File: src/rtl/arb_pkg.sv
// ----------------------------------------------------------------------------
// arb_pkg
// Shared types and constants for the unified-memory port arbiter.
//   arb_state_e : sequencer state (IDLE, BUSY_IF, BUSY_D)
//   REQ_IF/REQ_D: bit positions of the requesters in one-hot grant vectors
//   NUM_REQ     : number of requesters sharing the memory port
//   STARVE_W    : width of the fetch starvation counter
// ----------------------------------------------------------------------------
package arb_pkg;

  typedef enum logic [1:0] {
    IDLE    = 2'd0,
    BUSY_IF = 2'd1,
    BUSY_D  = 2'd2
  } arb_state_e;

  localparam int REQ_IF   = 0;
  localparam int REQ_D    = 1;
  localparam int NUM_REQ  = 2;
  localparam int STARVE_W = 4;

endpackage

File: src/rtl/arb_prio_sel.sv
// ----------------------------------------------------------------------------
// arb_prio_sel
// Combinational priority select between the fetch and data requesters.
// Data wins by default; fetch wins when the starvation limit has been
// reached and fetch is requesting.
//   if_req_i  : fetch request
//   d_req_i   : data request
//   starved_i : starvation counter has reached its limit
//   gnt_oh_o  : one-hot selection, bit REQ_IF / REQ_D (all-zero when idle)
// ----------------------------------------------------------------------------
module arb_prio_sel
  import arb_pkg::*;
(
  input  logic               if_req_i,
  input  logic               d_req_i,
  input  logic               starved_i,
  output logic [NUM_REQ-1:0] gnt_oh_o
);

  always_comb begin
    gnt_oh_o = '0;
    if (d_req_i && !(starved_i && if_req_i)) begin
      gnt_oh_o[REQ_D] = 1'b1;
    end else if (if_req_i) begin
      gnt_oh_o[REQ_IF] = 1'b1;
    end
  end

endmodule

File: src/rtl/mem_port_arbiter.sv
// ----------------------------------------------------------------------------
// mem_port_arbiter
// Shares one single-port request/acknowledge memory between the instruction
// fetch path and the load/store path. One transaction is outstanding at a
// time. Data accesses have priority; a saturating starvation counter forces a
// fetch grant after STARVE_MAX consecutive data grants taken while fetch was
// waiting.
//
// Ports
//   clk, reset            : clock, asynchronous active-high reset
//   if_req/if_addr        : fetch request, held until if_gnt
//   if_gnt                : one-cycle pulse, fetch accepted
//   if_rvalid/if_rdata    : one-cycle pulse with fetched word
//   d_req/d_we/d_addr/d_wdata : data request, held until d_gnt
//   d_gnt                 : one-cycle pulse, data accepted
//   d_rvalid/d_rdata      : one-cycle pulse, load data / store completion
//   mem_req/mem_we/mem_addr/mem_wdata : registered memory request fields
//   mem_ack/mem_rdata     : memory completion and read data
// ----------------------------------------------------------------------------
module mem_port_arbiter
  import arb_pkg::*;
#(
  parameter int ADDR_W     = 32,
  parameter int DATA_W     = 32,
  parameter int STARVE_MAX = 4
) (
  input  logic              clk,
  input  logic              reset,

  input  logic              if_req,
  input  logic [ADDR_W-1:0] if_addr,
  output logic              if_gnt,
  output logic              if_rvalid,
  output logic [DATA_W-1:0] if_rdata,

  input  logic              d_req,
  input  logic              d_we,
  input  logic [ADDR_W-1:0] d_addr,
  input  logic [DATA_W-1:0] d_wdata,
  output logic              d_gnt,
  output logic              d_rvalid,
  output logic [DATA_W-1:0] d_rdata,

  output logic              mem_req,
  output logic              mem_we,
  output logic [ADDR_W-1:0] mem_addr,
  output logic [DATA_W-1:0] mem_wdata,
  input  logic              mem_ack,
  input  logic [DATA_W-1:0] mem_rdata
);

  localparam logic [STARVE_W-1:0] STARVE_LIM = STARVE_W'(STARVE_MAX);

  // Saturating increment of the starvation counter.
  function automatic logic [STARVE_W-1:0] starve_inc(input logic [STARVE_W-1:0] cnt);
    if (cnt >= STARVE_LIM) begin
      return STARVE_LIM;
    end
    return cnt + STARVE_W'(1);
  endfunction

  arb_state_e          state_q, state_d;
  logic [STARVE_W-1:0] starve_cnt_q, starve_cnt_d;
  logic                mem_req_q, mem_req_d;
  logic                mem_we_q, mem_we_d;
  logic [ADDR_W-1:0]   mem_addr_q, mem_addr_d;
  logic [DATA_W-1:0]   mem_wdata_q, mem_wdata_d;
  logic [DATA_W-1:0]   if_rdata_q, if_rdata_d;
  logic [DATA_W-1:0]   d_rdata_q, d_rdata_d;
  logic                if_rvalid_q, if_rvalid_d;
  logic                d_rvalid_q, d_rvalid_d;

  logic                starved;
  logic [NUM_REQ-1:0]  sel_oh;
  logic                if_gnt_c, d_gnt_c;

  assign starved = (starve_cnt_q == STARVE_LIM);

  arb_prio_sel u_prio_sel (
    .if_req_i  (if_req),
    .d_req_i   (d_req),
    .starved_i (starved),
    .gnt_oh_o  (sel_oh)
  );

  // Next-state, grant and field-capture logic.
  always_comb begin
    state_d      = state_q;
    starve_cnt_d = starve_cnt_q;
    mem_req_d    = mem_req_q;
    mem_we_d     = mem_we_q;
    mem_addr_d   = mem_addr_q;
    mem_wdata_d  = mem_wdata_q;
    if_rdata_d   = if_rdata_q;
    d_rdata_d    = d_rdata_q;
    if_rvalid_d  = 1'b0;
    d_rvalid_d   = 1'b0;
    if_gnt_c     = 1'b0;
    d_gnt_c      = 1'b0;

    case (state_q)
      IDLE: begin
        // mem_ack seen here belongs to no transaction and is ignored.
        if (sel_oh[REQ_D]) begin
          d_gnt_c      = 1'b1;
          state_d      = BUSY_D;
          mem_req_d    = 1'b1;
          mem_we_d     = d_we;
          mem_addr_d   = d_addr;
          mem_wdata_d  = d_wdata;
          // Only count data grants that made fetch wait.
          starve_cnt_d = if_req ? starve_inc(starve_cnt_q) : '0;
        end else if (sel_oh[REQ_IF]) begin
          if_gnt_c     = 1'b1;
          state_d      = BUSY_IF;
          mem_req_d    = 1'b1;
          mem_we_d     = 1'b0;
          mem_addr_d   = if_addr;
          mem_wdata_d  = '0;
          starve_cnt_d = '0;
        end
      end

      BUSY_IF: begin
        if (mem_ack) begin
          if_rdata_d  = mem_rdata;
          if_rvalid_d = 1'b1;
          mem_req_d   = 1'b0;
          mem_we_d    = 1'b0;
          state_d     = IDLE;
        end
      end

      BUSY_D: begin
        if (mem_ack) begin
          // Captured for stores too; the requester ignores it there.
          d_rdata_d  = mem_rdata;
          d_rvalid_d = 1'b1;
          mem_req_d  = 1'b0;
          mem_we_d   = 1'b0;
          state_d    = IDLE;
        end
      end

      default: begin
        state_d   = IDLE;
        mem_req_d = 1'b0;
        mem_we_d  = 1'b0;
      end
    endcase
  end

  always_ff @(posedge clk or posedge reset) begin
    if (reset) begin
      state_q      <= IDLE;
      starve_cnt_q <= '0;
      mem_req_q    <= 1'b0;
      mem_we_q     <= 1'b0;
      mem_addr_q   <= '0;
      mem_wdata_q  <= '0;
      if_rdata_q   <= '0;
      d_rdata_q    <= '0;
      if_rvalid_q  <= 1'b0;
      d_rvalid_q   <= 1'b0;
    end else begin
      state_q      <= state_d;
      starve_cnt_q <= starve_cnt_d;
      mem_req_q    <= mem_req_d;
      mem_we_q     <= mem_we_d;
      mem_addr_q   <= mem_addr_d;
      mem_wdata_q  <= mem_wdata_d;
      if_rdata_q   <= if_rdata_d;
      d_rdata_q    <= d_rdata_d;
      if_rvalid_q  <= if_rvalid_d;
      d_rvalid_q   <= d_rvalid_d;
    end
  end

  // Grants are combinational from IDLE; hold them low while reset is applied.
  assign if_gnt    = if_gnt_c & ~reset;
  assign d_gnt     = d_gnt_c & ~reset;
  assign if_rvalid = if_rvalid_q;
  assign d_rvalid  = d_rvalid_q;
  assign if_rdata  = if_rdata_q;
  assign d_rdata   = d_rdata_q;
  assign mem_req   = mem_req_q;
  assign mem_we    = mem_we_q;
  assign mem_addr  = mem_addr_q;
  assign mem_wdata = mem_wdata_q;

endmodule

File: config.mk
export PLATFORM = sky130hd
export DESIGN_NAME = mem_port_arbiter
export DESIGN_NICKNAME = d
export VERILOG_FILES = /design/src/rtl/arb_pkg.sv /design/src/rtl/arb_prio_sel.sv /design/src/rtl/mem_port_arbiter.sv
export SDC_FILE = /design/constraint.sdc
export NUM_CORES = 1
export LEC_CHECK = 0
export ABC_AREA = 1
export BUFFER_PORTS_ARGS = -buffer_cell sky130_fd_sc_hd__clkbuf_2
export CAP_MARGIN = 15
export CORE_ASPECT_RATIO = 0.9
export CORE_MARGIN = 2
export CORE_UTILIZATION = 45
export CTS_CLUSTER_SIZE = 25
export DETAILED_ROUTE_END_ITERATION = 7
export GPL_ROUTABILITY_DRIVEN = 0
export GPL_TIMING_DRIVEN = 0
export PLACE_DENSITY = 0.81
export SLEW_MARGIN = 20
export SYNTH_ARGS = -nofsm -noshare
export SYNTH_HDL_FRONTEND = slang
export SYNTH_HIERARCHICAL = 1
export SYNTH_SLANG_ARGS = --single-unit
File: constraint.sdc
create_clock -name clk -period 6.4 [get_ports clk]
set_input_delay 0.32 -clock clk [delete_from_list [all_inputs] [get_ports clk]]
set_output_delay 0.32 -clock clk [all_outputs]
set_load 0.01 [all_outputs]
==> key figures, run 1 <==
Cells and area
  – Share of cells above drive strength 1: 0.3354
  – Final nets: 1107
  – Fillers: 1114
  – Area growth, synth to finish: 38.97%
  – Most frequent cells in the layout: nand2_1, clkbuf_2, dfrtp_1
  – Commonest non-fill, non-tap cell in the layout: nand2_1

Routing
  – DR vias/cell: 4.655
  – Routed Antenna Nets: 0
  – TritonRoute pass-1 iters: 7
  – Routed via count: 5335
  – WL final: 15.36 mm
  – Drt wl/cell: 13.40 microns
  – # DRC: 0
  – DR iter-0 viols: 332

Clock network
  – Worst-Skew Late Latency: 410 ps
  – H-tree depth: 4
  – Root Driver: clkbuf_16
  – Resized cells post-CTS: 0
  – Setup bufs post-CTS: 0
  – CTS Buf Count: 17
  – Clock sink total: 138
  – Clock slew at reported path FFs: 60 ps
  – Cts hold-fix bufs: 1
  – CTS tree: done
  – Max clock buf depth: 2

GRT
  – Total GRT Usage: 0.2360
  – Vias in the first global route: 5237
  – Largest net degree at the start of global routing: 76
  – Initial antenna violation count: 1
  – First-pass GRT wire length: 24.88 mm
  – GR Layer Usage met2: 0.4125
  – Grt ovf: 0
  – Routing usage on met3: 0.07407
  – Gr busiest metal: met2
  – GR Layer Usage met1: 0.2742

STA
  – Crit share post-route: 0.4049
  – Final Critical Period: 2591 ps
  – Final Hold Vio Count: 0
  – Worst Clk Skew: 10.14 ps
  – Fmax achieved: 0.3859 GHz
  – Max Slew Vio Count: 0
  – Worst relative slew slack: 0.6869
  – Final setup fails: 0
  – Slew of the pin with the lowest slew margin: 469.6 ps
  – RSZ-0062 raised after global routing: no
  – Setup_tns: 0 ps

Synth
  – Simple-Gate Fraction of Synth Area: 0.2570
  – Netlist cell types: 17
  – Xor and xnor area share after synthesis: 0
  – Post-Synthesis Net Count: 819
  – Synth Area in Compound Gates: 0.06338
  – Synth Area per Inst: 8.390 sq um
  – Synthesized flop and latch total: 138
  – Synth Instances: 680
  – Post-Synth Adder-Cell Area: 0.01096
  – Area of the mapped netlist: 5705 sq um
  – Mux cell area share after synthesis: 0
  – Ys Warns: 6
  – Main combinational cell family by area after synthesis: simple AND/OR/NAND/NOR gates
  – Sequential-to-total area share from yosys stat: 0.6053

Pwr
  – Worst VDD drop: 274.9 uV
  – Total power: 3.906 mW
  – Pwr dens: 492.6 nW/um^2
  – Leakage power: 4.748 nW

Floorplan
  – Die ar.: 13600 sq um
  – Starting Density: 0.4550
  – Core area: 12540 sq um
  – IO Pins: 268
  – Die width: 122.7 microns
  – Row count: 39
  – Die height: 110.8 microns

Worst setup path
  – FF-to-FF setup slack: 4510 ps
  – Launching element type of the critical path: flip-flop
  – Maximum fanout along the worst path: 10
  – CP required: 6080 ps
  – Data arrival, critical path: 2270 ps
  – Reg2reg end: mem_addr[5]
  – Crit. End Element: output pin
  – Critical Setup Path Class: flip-flop to output pin
  – Reg2Reg Depth: 11
  – R2R Path Start: starve_cnt_q[0]

Hold path
  – HP Class: primary input to flip-flop
  – Hold Crit Endpoint: mem_wdata[4]
  – Worst Hold Path Cells: 3
  – Hold_sp: d_wdata[4]

Place
  – Dpl hpwl: 11.59 mm
  – I/O Buffers: 267

Run status
  – Status: complete, no violations

Flow run
  – Maxcap violations: 0
[sequential cells by signal (all words and copies together) (netlist names)]
register,flops
mem_req,1
mem_we,1
mem_wdata,32
mem_addr,32
state_q,2
d_rdata,32
if_rdata,32
if_rvalid,1
starve_cnt_q,4
d_rvalid,1
[Yosys cell counts]
cell type,number,area (sq um)
clkbuf_1,10,37.54
buf_2,19,95.09
nand4_1,3,18.77
nand2_1,376,1411
o21ai_4,1,16.27
o21ai_0,65,325.3
clkinv_1,1,3.750
a21boi_2,1,11.26
dfrtp_1,138,3453
inv_1,44,165.2
inv_2,2,7.510
buf_6,4,45.04
buf_4,1,7.510
ha_1,5,62.56
nor2_1,7,26.28
a21oi_2,1,8.760
nand3_1,2,10.01
[worst max-delay path by stage]
stage | from | endpoint | slack, ps | cells after the start
6_report | starve_cnt_q[0] | if_gnt | 3810 | 11
4_1_cts | starve_cnt_q[0] | if_gnt | 3800 | 11
2_1_floorplan | reset | d_rdata[0] | 2380 | 1
3_3_place_gp | reset | d_rdata[24] | 730 | 2
5_1_grt | starve_cnt_q[0] | if_gnt | 3650 | 11
3_5_place_dp | starve_cnt_q[0] | if_gnt | 4260 | 11
[worst max-delay path, cell delays in order, from the launching register on]
cell and delay (ps):
dfrtp_1 400, inv_1 80, ha_1 140, nand2_1 50
nor2_1 170, a21boi_2 80, buf_4 180, clkinv_1 120
buf_2 270, nand3_1 120, nor2_1 100, clkbuf_2 150
[cell families after synthesis]
kind of cell	Yosys count
simple gates	388
flops	138
buf+inv	81
compound gates	68
fa+ha+maj	5
[report_power, final]
| group | leakage [nW] | total (mW) | internal, mW | switching, mW |
|---|---|---|---|---|
| Combinational | 2.70 | 1.36 | 0.535 | 0.827 |
| Clock | 0.306 | 1.05 | 0.668 | 0.378 |
| Sequential | 1.74 | 1.50 | 1.27 | 0.225 |
[layer usage]
metal  share of wire  vias to the layer above
met4           0.015                        0
met3           0.075                       17
met1            0.41                     2477
met5               0                        -
met2            0.50                      190
li1                -                     2651
[metrics by stage]
| step | worst slack (ps) | std cells | hold WS (ps) | util | cell area, sq um |
|---|---|---|---|---|---|
| global placement | 733.2 | 1111 | 453.9 | 0.5779 | 7247 |
| CTS | 3803 | 1145 | 92.15 | 0.6320 | 7926 |
| finish | 3809 | 1146 | 109.2 | 0.6322 | 7929 |
| global route | 3648 | 1146 | 95.35 | 0.6322 | 7929 |
| detailed placement | 4258 | 1112 | 413.8 | 0.5807 | 7282 |
| floorplan | 2384 | 680 | 436.6 | - | 5705 |
[cell type report]
| class | instances | area [sq um] | share of cell area |
|---|---|---|---|
| antenna | 1 | 2.502 | 0.0003156 |
| buffer | 34 | 185.2 | 0.02335 |
| clock buffer | 19 | 442.9 | 0.05586 |
| clock inverter | 13 | 191.4 | 0.02414 |
| inverter | 47 | 183.9 | 0.02320 |
| multi-input combinational | 461 | 1891 | 0.2384 |
| sequential | 138 | 3453 | 0.4355 |
| tap | 164 | 205.2 | 0.02588 |
| timing repair buffer | 269 | 1374 | 0.1733 |
(Power assumes the default switching activity.)
==> inputs of run 2 (changes only) <==
==> constraint.sdc (replaced) <==
create_clock -name clk -period 2.5 [get_ports clk]
set_input_delay 0.125 -clock clk [delete_from_list [all_inputs] [get_ports clk]]
set_output_delay 0.125 -clock clk [all_outputs]
set_load 0.01 [all_outputs]
==> run 2 against run 1 <==
  * Register-to-register slack lost 4400 ps
  * Combinational power grew to 2.8 times the previous value
  * Via count grew 15%
  * Global-route usage grew 5.4 points
  * Sequential cell count is the same
  * Clock-buffer cell count shrank 1
  * Routed wire length grew 25%
  * Hold slack lost 94 ps
  * Cell area grew 13%
  * Non-clock buffer count grew 103
  * Highest routed layer unchanged
==> key figures, run 2 (synthesis gave the netlist of run 1 again) <==
Run status
  – Status: complete, no violations

Floorplan
  – Die height: 110.8 microns (unchanged)
  – IO Pins: 268 (unchanged)
  – Row count: 39 (unchanged)
  – Die ar.: 13600 sq um (unchanged)
  – Die width: 122.7 microns (unchanged)
  – Starting Density: 0.4550 (unchanged)
  – Core area: 12540 sq um (unchanged)

Hold path
  – HP Class: primary input to flip-flop
  – Hold_sp: mem_rdata[17]

Cells and area
  – ANT cells: 0 (-1)
  – Most frequent cells in the layout: nand2_1, clkbuf_2, dfrtp_1
  – Share of cells above drive strength 1: 0.3109 (-0.02449)
  – Area growth, synth to finish: 57.46%
  – Final nets: 1210 (+9.3%)
  – Fillers: 884 (-21%)
  – Commonest non-fill, non-tap cell in the layout: nand2_1

GRT
  – Grt ovf: 0 (unchanged)
  – Vias in the first global route: 6185 (+18%)
  – Total GRT Usage: 0.2897 (+0.05376)
  – Initial antenna violation count: 0 (-1)
  – Largest net degree at the start of global routing: 33 (-57%)
  – First-pass GRT wire length: 30.48 mm (+22%)

Clock network
  – Worst-Skew Late Latency: 420 ps (about the same)
  – Clock slew at reported path FFs: 60 ps (about the same)
  – Clock sink total: 138 (unchanged)
  – Root Driver: clkbuf_16
  – H-tree depth: 4 (unchanged)
  – CTS tree: done
  – Max clock buf depth: 2 (unchanged)
  – CTS Buf Count: 17 (unchanged)

Worst setup path
  – FF-to-FF setup slack: 130 ps (-4380 ps)
  – CP required: 2800 ps (-3280 ps)
  – Launching element type of the critical path: flip-flop
  – Maximum fanout along the worst path: 10 (unchanged)
  – Data arrival, critical path: 2680 ps (+410 ps)
  – R2R Path Start: starve_cnt_q[0]
  – Crit path launch: starve_cnt_q[0]
  – Crit. End Element: flip-flop
  – Critical Setup Path Class: flip-flop to flip-flop

Routing
  – Drt wl/cell: 15.36 microns (+15%)
  – Routed via count: 6160 (+15%)
  – # DRC: 0 (unchanged)
  – DR iter-0 viols: 396 (+19%)
  – TritonRoute pass-1 iters: 5 (-2)
  – Routed Antenna Nets: 0 (unchanged)
  – DR vias/cell: 4.936 (+6.0%)
  – WL final: 19.17 mm (+25%)

STA
  – Fmax achieved: 0.4216 GHz
  – Final worst slack: 127.8 ps (-3681 ps)
  – Slew of the pin with the lowest slew margin: 651.2 ps (+181.6 ps)
  – RSZ-0062 raised after global routing: yes
  – Max Slew Vio Count: 0 (unchanged)
  – Final Critical Period: 2372 ps
  – Final setup fails: 0 (unchanged)
  – Final hold slack: 14.92 ps (-94.28 ps)
  – Final Hold Vio Count: 0 (unchanged)
  – Worst Clk Skew: 10.72 ps (+0.5782 ps)
  – Worst relative slew slack: 0.5650 (-0.1220)
  – Setup_tns: 0 ps (unchanged)
  – Crit share post-route: 0.9489

Pwr
  – Pwr dens: 1153 nW/um^2 (+130%)
  – Worst VDD drop: 617.6 uV (+120%)
  – Leakage power: 5.198 nW (+9.5%)

Flow run
  – Maxcap violations: 0 (unchanged)

Place
  – I/O Buffers: 267 (unchanged)
  – Dpl ws: 593.1 ps (-3665 ps)
  – Dpl hpwl: 11.79 mm (+1.8%)
run 2: cell types whose count changed in the layout (fill, tap and decap cells not counted), moves of 2 or more:
| cell | change |
|---|---|
| clkbuf_2 | +2 |
| clkinv_2 | +2 |
| clkinvlp_4 | +2 |
| clkbuf_1 | -3 |
| dlygate4sd3_1 | +99 |
| buf_12 | +4 |
| clkinv_4 | -2 |
run 2: per-layer routing:
metal	share of wire	wire length (microns)	track usage
met3	0.088	1683	0.08385
met4	0.040	765	0.1364
met1	0.37	7052	0.3254
met2	0.50	9670	0.4998
met5	0	0	0
run 2: path summary, 6_finish.rpt:
kind,end,cells past startpoint
worst max-delay path,mem_addr[15],13
worst min-delay path,if_rdata[17],3
worst max register to register,mem_addr[15],13
worst min register to register,mem_req,2
max in group asynchronous,d_rdata[12],6
min in group asynchronous,mem_addr[28],3
run 2: repair_timing:
action | CTS | global route
hold buffers | 100 | 0
gates resized for setup | 0 | 7
setup buffers | 0 | 1
endpoints found under the setup margin | 0 | 12
hold endpoints to repair | 143 | 0
run 2: critical path, cell delays in order, from the launching register on:
cell and delay, ps:
dfrtp_1 370, inv_1 60, ha_1 190, nand2_1 60
nor2_1 60, a21boi_2 150, buf_6 170, clkinvlp_4 140
buf_2 210, nand2_1 80, nand2_1 40, dlygate4sd3_1 560
nand2_1 110, nand2_1 60
run 2: layout make-up:
cell class | count | area [sq um] | share of cell area
clock inverter | 14 | 192.7 | 0.02145
multi-input combinational | 461 | 1891 | 0.2104
inverter | 47 | 183.9 | 0.02047
tap | 164 | 205.2 | 0.02284
timing repair buffer | 372 | 2425 | 0.2699
sequential | 138 | 3453 | 0.3844
buffer | 34 | 193.9 | 0.02159
clock buffer | 18 | 439.2 | 0.04889
run 2: metrics by stage:
step	std cells	cell area (sq um)	util	total power, mW
2_1_floorplan	680	5709	-	5.713
3_3_place_gp	1111	7251	0.5782	7.274
3_5_place_dp	1115	7331	0.5846	7.418
4_1_cts	1247	8964	0.7148	10.26
5_1_grt	1248	8984	0.7164	11.00
6_report	1248	8984	0.7164	10.36
run 2: power breakdown:
group	total, mW	switching [mW]	internal (mW)
clock	2.68	0.978	1.70
sequential	3.91	0.648	3.26
combinational	3.77	2.28	1.49
total	10.4	3.91	6.45
==> inputs of run 3 (changes only) <==
--- a/config.mk
+++ b/config.mk
@@ -10,12 +10,11 @@
 export CAP_MARGIN = 15
 export CORE_ASPECT_RATIO = 0.9
 export CORE_MARGIN = 2
-export CORE_UTILIZATION = 45
-export CTS_CLUSTER_SIZE = 25
+export CORE_UTILIZATION = 47
 export DETAILED_ROUTE_END_ITERATION = 7
 export GPL_ROUTABILITY_DRIVEN = 0
 export GPL_TIMING_DRIVEN = 0
-export PLACE_DENSITY = 0.81
+export PLACE_DENSITY = 0.84
 export SLEW_MARGIN = 20
 export SYNTH_ARGS = -nofsm -noshare
 export SYNTH_HDL_FRONTEND = slang
==> run 3 against run 2 <==
  * Critical path depth unchanged
  * Via count increased by 6.1%
  * Register-to-register slack got worse by 60 ps
  * Final cell count increased by 1.5%
  * Hold slack improved by 5.8 ps
  * Total power increased by 3.0%
  * Maximum frequency decreased by 2.7%
  * Core utilization increased by 5.6 points
  * Clock power increased by 4%
  * Clock skew decreased by 2.5 ps
  * Critical endpoint is now mem_addr[13]
  * Largest power group is now combinational logic
==> key figures, run 3 (synthesis gave the netlist of run 1 again) <==
Run status
  – Status: complete, no violations

Routing
  – DR iter-0 viols: 568 (+43%)
  – TritonRoute pass-1 iters: 6 (+1)
  – DR vias/cell: 5.158 (+4.5%)
  – WL final: 21.92 mm (+14%)
  – Routed via count: 6535 (+6.1%)
  – Drt wl/cell: 17.30 microns (+13%)
  – # DRC: 0 (unchanged)
  – Routed Antenna Nets: 0 (unchanged)

Worst setup path
  – Reg2Reg Depth: 13 (unchanged)
  – Crit. End Element: flip-flop
  – Data arrival, critical path: 2750 ps (+70 ps)
  – Buffers and inverters on the worst path: 5 (unchanged)
  – Worst path depth: 13 (unchanged)
  – Max incr delay on CP: 560 ps (about the same)
  – FF-to-FF setup slack: 60 ps (-60 ps)
  – Launching element type of the critical path: flip-flop
  – Critical Setup Path Class: flip-flop to flip-flop
  – Maximum fanout along the worst path: 8 (-2)
  – Crit-path cells: inv_1 > ha_1 > nand2_1 > nor2_1 > a21boi_2 > buf_6 > clkinvlp_4 > buf_2 > nand2_1 > nand2_1 > dlygate4sd3_1 > nand2_1 > nand2_1
  – R2R Path Start: starve_cnt_q[1]
  – Crit-path slowest cell: dlygate4sd3_1
  – Critical path's most frequent cell: nand2_1
  – CP required: 2810 ps (about the same)
  – Reg2reg end: mem_addr[13]
  – Cell family with most CP delay: buffers and inverters

Cells and area
  – Area growth, synth to finish: 61.56%
  – Area occupied by multi-input gates: 1891 sq um (unchanged)
  – Most frequent cells in the layout: nand2_1, clkbuf_2, dfrtp_1
  – Final nets: 1231 (+1.7%)
  – Fillers: 719 (-19%)
  – Reg area: 3453 sq um (unchanged)
  – Share of cells above drive strength 1: 0.3086 (-0.002288)
  – Final core utilization: 0.7724 (+0.05603)
  – Commonest non-fill, non-tap cell in the layout: nand2_1

Clock network
  – CTS tree: done
  – CTS Buf Count: 17 (unchanged)
  – Root Driver: clkbuf_16
  – Clock sink total: 138 (unchanged)
  – Max clock buf depth: 2 (unchanged)
  – Worst-Skew Late Latency: 420 ps (about the same)
  – H-tree depth: 4 (unchanged)
  – Clock slew at reported path FFs: 60 ps (about the same)

STA
  – Final Hold Vio Count: 0 (unchanged)
  – Worst Clk Skew: 8.195 ps (-2.520 ps)
  – Fmax achieved: 0.4103 GHz (-2.7%)
  – Max Slew Vio Count: 0 (unchanged)
  – Worst relative slew slack: 0.6561 (+0.09110)
  – Final Critical Period: 2437 ps (+64.81 ps)
  – Setup_tns: 0 ps (unchanged)
  – Slew of the pin with the lowest slew margin: 515.9 ps (-135.3 ps)
  – Crit share post-route: 0.9748 (+0.02593)
  – Final setup fails: 0 (unchanged)
  – Final hold slack: 20.76 ps (+5.842 ps)

Hold path
  – Hold_sp: if_addr[1]
  – Hold Crit Endpoint: mem_addr[1]
  – Worst Hold Path Cells: 5 (+2)
  – HP Class: primary input to flip-flop

Pwr
  – Worst VDD drop: 760.3 uV (+23%)
  – Pwr dens: 1158 nW/um^2 (+0.40%)
  – Leakage power: 5.309 nW (+2.1%)

GRT
  – First-pass GRT wire length: 32.86 mm (+7.8%)
  – Grt ovf: 0 (unchanged)
  – Vias in the first global route: 6551 (+5.9%)
  – Total GRT Usage: 0.3292 (+0.03943)
  – Largest net degree at the start of global routing: 36 (+9.1%)
  – Initial antenna violation count: 2 (+2)

Flow run
  – Maxcap violations: 0 (unchanged)

Floorplan
  – Core area: 11930 sq um (-4.8%)
  – Starting Density: 0.4781 (+0.02313)
  – IO Pins: 268 (unchanged)
  – Die width: 120.1 microns (-2.1%)
  – Row count: 38 (-2.6%)
  – Die height: 108.5 microns (-2.1%)
  – Die ar.: 13040 sq um (-4.1%)

Place
  – I/O Buffers: 267 (unchanged)
  – Dpl hpwl: 11.92 mm (+1.1%)
[run 3: cell count changes in the layout (fill, tap and decap cells not counted), sizes merged]
| cell | before | now |
|---|---|---|
| buf | 28 | 34 |
| diode | 0 | 2 |
| bufinv | 4 | 5 |
| dlygate4sd3 | 100 | 116 |
| clkinvlp | 4 | 3 |
| clkinv | 4 | 3 |
[run 3: how the worst max path moves through the flow]
stage                                from           end  slack (ps)
after global placement              reset  if_rdata[22]        -220
after global routing      starve_cnt_q[0]   mem_addr[7]         -30
final                     starve_cnt_q[1]  mem_addr[13]          60
after CTS                 starve_cnt_q[0]   mem_addr[4]         100
after detailed placement  starve_cnt_q[0]        if_gnt         590
after floorplan                     reset    d_rdata[0]         650
[run 3: metal layers]
| layer | part of all wire | GRT usage | vias up |
|---|---|---|---|
| li1 | - | - | 2896 |
| met5 | 0 | 0 | - |
| met2 | 0.49 | 0.5702 | 484 |
| met3 | 0.095 | 0.1007 | 124 |
| met1 | 0.35 | 0.3513 | 3031 |
| met4 | 0.063 | 0.2109 | 0 |
[run 3: worst register-to-register path: stages, from the launching register on]
cell           delay (ps)
dfrtp_1               370
inv_1                  50
ha_1                  180
nand2_1                60
nor2_1                 60
a21boi_2              190
buf_6                 170
clkinvlp_4            200
buf_2                 230
nand2_1                70
nand2_1                50
dlygate4sd3_1         560
nand2_1                80
nand2_1                50
[run 3: metrics by stage]
| stage | cell area (sq um) | std cells | worst slack, ps | total power [mW] |
|---|---|---|---|---|
| after CTS | 9154 | 1260 | 95.24 | 10.38 |
| after global routing | 9218 | 1267 | -27.55 | 11.24 |
| final | 9218 | 1267 | 63.02 | 10.68 |
| after global placement | 7246 | 1107 | -217.6 | 7.242 |
| after detailed placement | 7326 | 1111 | 593.7 | 7.397 |
| after floorplan | 5709 | 680 | 653.9 | 5.713 |
[run 3: what timing repair did]
| action | in CTS | in global routing |
|---|---|---|
| setup endpoints to repair | 0 | 21 |
| buffers inserted | 0 | 4 |
| hold buffers | 117 | 0 |
| resized for setup | 0 | 15 |
| endpoints found under the hold margin | 137 | 0 |
[run 3: cell type report]
| type | count | area share |
|---|---|---|
| Buffer | 34 | 0.02280 |
| Tap cell | 160 | 0.02172 |
| Sequential cell | 138 | 0.3746 |
| Clock inverter | 13 | 0.02321 |
| Inverter | 47 | 0.01995 |
| Clock buffer | 19 | 0.04805 |
| Timing Repair Buffer | 393 | 0.2840 |
| Multi-Input combinational cell | 461 | 0.2051 |
| Antenna cell | 2 | 0.0005430 |
[run 3: power by group]
| part | leakage [nW] | switching (mW) | internal, mW |
|---|---|---|---|
| Clock | 0.320 | 0.988 | 1.81 |
| Combinational | 3.25 | 2.43 | 1.54 |
| Sequential | 1.74 | 0.651 | 3.26 |
| Total | 5.31 | 4.07 | 6.61 |
